--- config.mk ---
export PLATFORM = sky130hd
export DESIGN_NAME = mic1_mem_arbiter
export DESIGN_NICKNAME = d
export VERILOG_FILES = /design/src/rtl/mic1_mem_pkg.sv /design/src/rtl/mic1_byte_select.sv /design/src/rtl/mic1_mem_arbiter.sv
export SDC_FILE = /design/constraint.sdc
export NUM_CORES = 1
export LEC_CHECK = 0
export ABC_AREA = 1
export CORE_MARGIN = 8
export CORE_UTILIZATION = 41
export DETAILED_ROUTE_END_ITERATION = 10
export GPL_ROUTABILITY_DRIVEN = 0
export PLACE_DENSITY = 0.82
export SLEW_MARGIN = 5
export SYNTH_ARGS = -nofsm -noshare
export SYNTH_HDL_FRONTEND = slang
export SYNTH_SLANG_ARGS = --single-unit
--- constraint.sdc ---
create_clock -name clk -period 2 [get_ports clk]
set_input_delay 0.5 -clock clk [delete_from_list [all_inputs] [get_ports clk]]
set_output_delay 0.5 -clock clk [all_outputs]
set_load 0.005 [all_outputs]
--- src/rtl/mic1_mem_pkg.sv ---
// Shared types and constants for the mic1 memory arbiter: FSM states,
// pending-op mask, op priority encoding and bus widths.
package mic1_mem_pkg;

  localparam int unsigned WORD_W = 32;
  localparam int unsigned BYTE_W = 8;
  localparam int unsigned LANE_W = 2;
  localparam int unsigned CNT_W  = 32;

  typedef enum logic [2:0] {
    ST_IDLE,
    ST_ISSUE,
    ST_CAPTURE,
    ST_DONE,
    ST_H_CAPTURE
  } state_t;

  // Encoded in ascending priority: write beats read beats fetch.
  typedef enum logic [1:0] {
    OP_NONE,
    OP_FETCH,
    OP_READ,
    OP_WRITE
  } op_t;

  typedef struct packed {
    logic write;
    logic read;
    logic fetch;
  } op_mask_t;

  function automatic op_t pick_op(input op_mask_t m);
    op_t op;
    if (m.write)      op = OP_WRITE;
    else if (m.read)  op = OP_READ;
    else if (m.fetch) op = OP_FETCH;
    else              op = OP_NONE;
    return op;
  endfunction

  function automatic op_mask_t clear_op(input op_mask_t m, input op_t op);
    op_mask_t r;
    r = m;
    case (op)
      OP_WRITE: r.write = 1'b0;
      OP_READ:  r.read  = 1'b0;
      OP_FETCH: r.fetch = 1'b0;
      default:  ;
    endcase
    return r;
  endfunction

endpackage

--- src/rtl/mic1_byte_select.sv ---
// Picks one byte lane out of a RAM word for instruction fetch.
module mic1_byte_select
  import mic1_mem_pkg::*;
#(
  parameter bit BIG_ENDIAN = 1'b1
) (
  input  logic [WORD_W-1:0] word,
  input  logic [LANE_W-1:0] lane,
  output logic [BYTE_W-1:0] lane_byte_c
);

  logic [LANE_W-1:0] idx;

  // Big-endian lane 0 is the most significant byte.
  always_comb begin
    idx         = BIG_ENDIAN ? ~lane : lane;
    lane_byte_c = word[BYTE_W*32'(idx) +: BYTE_W];
  end

endmodule

--- src/rtl/mic1_mem_arbiter.sv ---
// Shares one single-ported synchronous RAM between the mic1 data port,
// the instruction-fetch port and a host loader, stalling the core via run.
module mic1_mem_arbiter
  import mic1_mem_pkg::*;
#(
  parameter int unsigned ADDR_W     = 16,
  parameter bit          BIG_ENDIAN = 1'b1
) (
  input  logic              clk,
  input  logic              resetn,
  input  logic              run_in,
  output logic              core_run,
  input  logic [WORD_W-1:0] core_addr,
  input  logic [WORD_W-1:0] core_wdata,
  input  logic              core_read,
  input  logic              core_write,
  input  logic              core_fetch,
  input  logic [WORD_W-1:0] core_addr_instr,
  output logic [WORD_W-1:0] core_rdata,
  output logic [BYTE_W-1:0] core_rd_instr,
  input  logic              host_en,
  input  logic              host_req,
  input  logic              host_we,
  input  logic [ADDR_W-1:0] host_addr,
  input  logic [WORD_W-1:0] host_wdata,
  output logic [WORD_W-1:0] host_rdata,
  output logic              host_ack,
  output logic [ADDR_W-1:0] ram_addr,
  output logic              ram_we,
  output logic [WORD_W-1:0] ram_wdata,
  input  logic [WORD_W-1:0] ram_rdata,
  output logic [CNT_W-1:0]  stall_cycles
);

  localparam logic [CNT_W-1:0] CNT_MAX = '1;

  state_t            state, state_nx;
  op_mask_t          pend, pend_nx;
  op_t               cur_op, cur_op_nx;
  op_t               issue_op;
  op_mask_t          req_mask, issue_src;
  logic              do_issue;
  logic              run_c;
  logic              we_c;
  logic              ack_set;
  logic [ADDR_W-1:0] addr_c;
  logic [WORD_W-1:0] wdata_c;
  logic [BYTE_W-1:0] lane_byte_c;
  logic              unused_addr_bits;

  assign req_mask = '{write: core_write, read: core_read, fetch: core_fetch};

  // Address bits above the RAM size are ignored, so accesses wrap.
  assign unused_addr_bits = ^{core_addr[WORD_W-1:ADDR_W],
                              core_addr_instr[WORD_W-1:ADDR_W+2]};

  mic1_byte_select #(
    .BIG_ENDIAN (BIG_ENDIAN)
  ) u_byte_select (
    .word        (ram_rdata),
    .lane        (core_addr_instr[LANE_W-1:0]),
    .lane_byte_c (lane_byte_c)
  );

  always_ff @(posedge clk or negedge resetn) begin
    if (!resetn) begin
      state  <= ST_IDLE;
      pend   <= '0;
      cur_op <= OP_NONE;
    end else begin
      state  <= state_nx;
      pend   <= pend_nx;
      cur_op <= cur_op_nx;
    end
  end

  always_comb begin
    state_nx  = state;
    pend_nx   = pend;
    cur_op_nx = cur_op;
    issue_op  = OP_NONE;
    issue_src = '0;
    do_issue  = 1'b0;
    run_c     = 1'b0;
    we_c      = 1'b0;
    addr_c    = '0;
    wdata_c   = '0;
    ack_set   = 1'b0;

    case (state)
      ST_IDLE: begin
        if (host_en) begin
          // The ack cycle is skipped so a host still holding req is not re-served.
          if (host_req && !host_ack) begin
            addr_c  = host_addr;
            we_c    = host_we;
            wdata_c = host_wdata;
            if (host_we) ack_set  = 1'b1;
            else         state_nx = ST_H_CAPTURE;
          end
        end else if (req_mask != '0) begin
          do_issue  = 1'b1;
          issue_src = req_mask;
        end else begin
          run_c = run_in;
        end
      end
      ST_ISSUE: begin
        do_issue  = 1'b1;
        issue_src = pend;
      end
      ST_CAPTURE: begin
        state_nx = (pend != '0) ? ST_ISSUE : ST_DONE;
      end
      ST_DONE: begin
        if (run_in && !host_en) begin
          run_c    = 1'b1;
          state_nx = ST_IDLE;
        end
      end
      ST_H_CAPTURE: begin
        ack_set  = 1'b1;
        state_nx = ST_IDLE;
      end
      default: state_nx = ST_IDLE;
    endcase

    if (do_issue) begin
      issue_op  = pick_op(issue_src);
      pend_nx   = clear_op(issue_src, issue_op);
      cur_op_nx = issue_op;
      if (issue_op == OP_READ || issue_op == OP_FETCH) state_nx = ST_CAPTURE;
      else if (pend_nx != '0)                          state_nx = ST_ISSUE;
      else                                             state_nx = ST_DONE;
    end

    case (issue_op)
      OP_WRITE: begin
        addr_c  = core_addr[ADDR_W-1:0];
        we_c    = 1'b1;
        wdata_c = core_wdata;
      end
      OP_READ:  addr_c = core_addr[ADDR_W-1:0];
      OP_FETCH: addr_c = core_addr_instr[ADDR_W+1:2];
      default:  ;
    endcase
  end

  // Reset gating keeps a pending write from reaching the RAM while resetn is low.
  assign core_run  = resetn & run_c;
  assign ram_we    = resetn & we_c;
  assign ram_addr  = resetn ? addr_c  : '0;
  assign ram_wdata = resetn ? wdata_c : '0;

  always_ff @(posedge clk or negedge resetn) begin
    if (!resetn) begin
      core_rdata    <= '0;
      core_rd_instr <= '0;
      host_rdata    <= '0;
      host_ack      <= 1'b0;
      stall_cycles  <= '0;
    end else begin
      host_ack <= ack_set;
      if (state == ST_CAPTURE && cur_op == OP_READ)  core_rdata    <= ram_rdata;
      if (state == ST_CAPTURE && cur_op == OP_FETCH) core_rd_instr <= lane_byte_c;
      if (state == ST_H_CAPTURE)                     host_rdata    <= ram_rdata;
      if (run_in && !core_run && stall_cycles != CNT_MAX)
        stall_cycles <= stall_cycles + CNT_W'(1);
    end
  end

endmodule

==> run summary <==
Compound-Gate Fraction of Synth Area -> 14.6%
Sequential share of power -> 27.6%
Worst Path Arrival -> 2.07 ns
ANT nets after route -> 0
Gr ovfl total -> 0
Clk root buf -> clkbuf_16
Main combinational cell family by area after synthesis -> simple AND/OR/NAND/NOR gates
P_int -> 8.61 mW
Leakage -> 5.56 nW
PnR worst setup slack -> -0.566 ns
Total of max-cap violations -> 0
Post-CTS Hold Buffers -> 0
Clk_skew -> 0.00507 ns
Clk_lat worst skew -> 0.41 ns
TNS Setup -> -24.52 ns
Die area -> 20600 sq um
Tightest Hold Check Type -> input port to async pin
Slowest stage delay, CP -> 0.44 ns
Die Width -> 143 um
Share of cells above drive strength 1 -> 22.2%
Hold WS -> 0.0971 ns
Core box area -> 15900 sq um
Pwr Density -> 1120 nW/um^2
Final Setup Violations -> 54
Data required, critical path -> 1.50 ns
Final-report hold violation count -> 0
Slew margin rel. -> 60.5%
First-pass GRT wire length -> 41400 um
Post-DP HPWL -> 19500 um
Drt via density -> 5.10
FP Rows -> 46
Failing checks -> setup timing
Starting Density -> 41.9%
FFs w/ async S/R, synth -> 100%
Gr usage total -> 25.8%
Combinational Power Share -> 48.7%
Clock power share -> 23.6%
Worst Path Buf+Inv -> 4
DRC Markers -> 0
RSZ-0062 raised after global routing -> yes
Total power draw -> 13.1 mW
Post-synth top area cell -> dfrtp_1
CP top delay family -> simple AND/OR/NAND/NOR gates
Worst Max-Slew Pin Slew -> 0.593 ns
Multiplexer area fraction after synthesis -> 0%
Synth Area in Simple Gates -> 31.4%
Sequential fraction of the synthesis area -> 42.5%
Drt pass-1 iters -> 5
Synth warnings -> 0
Sw frac -> 34.5%
Boundary Pins -> 340
Clock Path Buffers -> 2
Grt met3 use -> 6.37%
Htree depth -> 4
Finished Layout Cells -> 1559
Fillers -> 1159
Port-buffer cells -> 309
Slew Limit Fails -> 0
Syn Inst Count -> 962
Max Clk Rate -> 390 MHz
Critical path class -> flip-flop to output port
Critical Path End Type -> output port
EDFF count, synth -> 0
Commonest cells in the netlist -> nand2_1, nor2_1, o21ai_0, dfrtp_1, inv_1
TritonCTS clock tree -> built
Top-count cell post-synth -> nand2_1
Final core utilization -> 73.6%
Switching power total -> 4.53 mW
Synth Area in XOR/XNOR -> 1.97%
Cell chain of the critical path -> nor2_4, nand2_2, nor2_4, buf_12, inv_6, buf_4, nor2_1, o21ai_1, nor2_1, buf_2
Main synth FF type -> dfrtp_1
Synth-to-Final Area Change -> 75.5%
Synth Area in Adders -> 0.564%
Top cells by area, synth -> dfrtp_1, nand2_1, o21ai_0
Final Net Count -> 1517
Met2 Use GR -> 45.0%
Crit Path Max Fanout -> 5
Yosys cell types -> 33
#FFs+latches synth -> 113
VDD IR max -> 0.000861 V
Post-Syn Area -> 6660 sq um
CTS Buf Count -> 17
Period utilization -> 128%
Total wire length -> 28100 um
Synth top area share -> 42.5%
Tmin final -> 2.57 ns
Cells after DPL -> 1491
Initial antenna violation count -> 0
Wire per inst -> 18.0 um
Clk slew on worst S/H paths -> 0.06 ns
Die height -> 143 um
DR vias -> 7958
Met1 usage -> 29.8%
Largest net degree at the start of global routing -> 66
Status -> finished, violations left
Syn avg cell area -> 6.92 sq um
Number of global-route vias before repair -> 7989
Gr busiest metal -> met2
Clk sinks -> 113
Startpoint types -> flip-flop
Synthesized Nets -> 1150
Slowest-stage cell, CP -> dfrtp_2
Initial DRC Count -> 590
[registers in the layout, indices dropped and copies added (netlist names)]
register       count
stall_cycles      32
pend               3
core_rdata        32
host_ack           1
host_rdata        32
state              3
core_rd_instr      8
cur_op             2
[kinds of logic (layout without fill, tap and decap cells)]
family / after synthesis / in the layout
AO/OA/AOI/OAI: 179 / 179
XOR/XNOR: 15 / 15
adder cells (fa/ha/maj): 3 / 3
buffers and inverters: 145 / 524
flip-flops: 113 / 113
other: 0 / 1
AND/OR/NAND/NOR: 507 / 508
[final timing paths]
kind	endpoint	depth (start not counted)	slack, ns	start
setup reg to reg	state[1]$_DFFE_PN0P_	16	-0.26	state[1]$_DFFE_PN0P_
max in group asynchronous	host_rdata[31]$_DFFE_PN0P_	3	1.16	resetn
hold / removal	core_rdata[14]$_DFFE_PN0P_	2	0.1	resetn
hold reg to reg	host_rdata[22]$_DFFE_PN0P_	2	0.48	host_rdata[22]$_DFFE_PN0P_
min in group clk	host_rdata[22]$_DFFE_PN0P_	2	0.48	host_rdata[22]$_DFFE_PN0P_
setup / recovery	ram_addr[1]	10	-0.57	state[1]$_DFFE_PN0P_
[final cells by class]
type	instances	area (sq um)	share of cell area (%)
tap	216	270	2.31
clock buffer	17	425	3.64
timing repair buffer	389	3830	32.8
antenna	1	2.50	0.0214
inverter	103	399	3.42
clock inverter	15	184	1.57
sequential	113	2830	24.2
multi-input combinational	705	3740	32.0
[placed cells by master, fill, tap and decap left out, types with 9 or more instances in the layout]
cell,Yosys,layout
nand3_1,20,14
a21oi_2,0,21
nor2_4,5,12
buf_2,13,48
a22oi_2,0,11
buf_12,0,15
buf_6,5,10
a21oi_1,32,11
o21ai_0,116,91
inv_2,6,9
clkbuf_16,0,19
nand2_4,1,24
inv_1,97,90
clkdlybuf4s50_1,0,251
nand2_1,313,274
buf_4,0,45
dfrtp_1,113,109
nor2_2,1,12
nand2_2,5,21
nand3b_1,12,12
o21ai_1,1,22
nor2_1,140,123
[through the flow]
step	setup WS, ns	instance area [sq um]
6_report	-0.566	11700
5_1_grt	-0.679	11700
4_1_cts	-0.517	11300
3_5_place_dp	-0.982	10300
3_3_place_gp	-0.977	10300
2_1_floorplan	0.0812	6660
[metal layers]
| layer | part of all wire (%) | vias to the layer above |
|---|---|---|
| met5 | 0 | - |
| met4 | 3.6 | 0 |
| met3 | 7.4 | 81 |
| met2 | 51 | 342 |
| met1 | 38 | 3754 |
| li1 | - | 3781 |
[power by group through the flow]
stage / clock network [mW] / registers [mW] / logic, mW
floorplan: 0 / 3.65 / 1.89
global placement: 0 / 3.58 / 5.04
detailed placement: 0 / 3.62 / 5.14
CTS: 3.14 / 3.62 / 5.80
global route: 3.26 / 3.72 / 6.89
finish: 3.11 / 3.63 / 6.41
[what timing repair did]
action | in CTS | in global routing
setup endpoints to repair | 51 | 84
pin swaps | 35 | 40
resized for setup | 303 | 112
cloned | 6 | 3
buffers inserted | 25 | 8
Power figures use the tool's default switching activity.
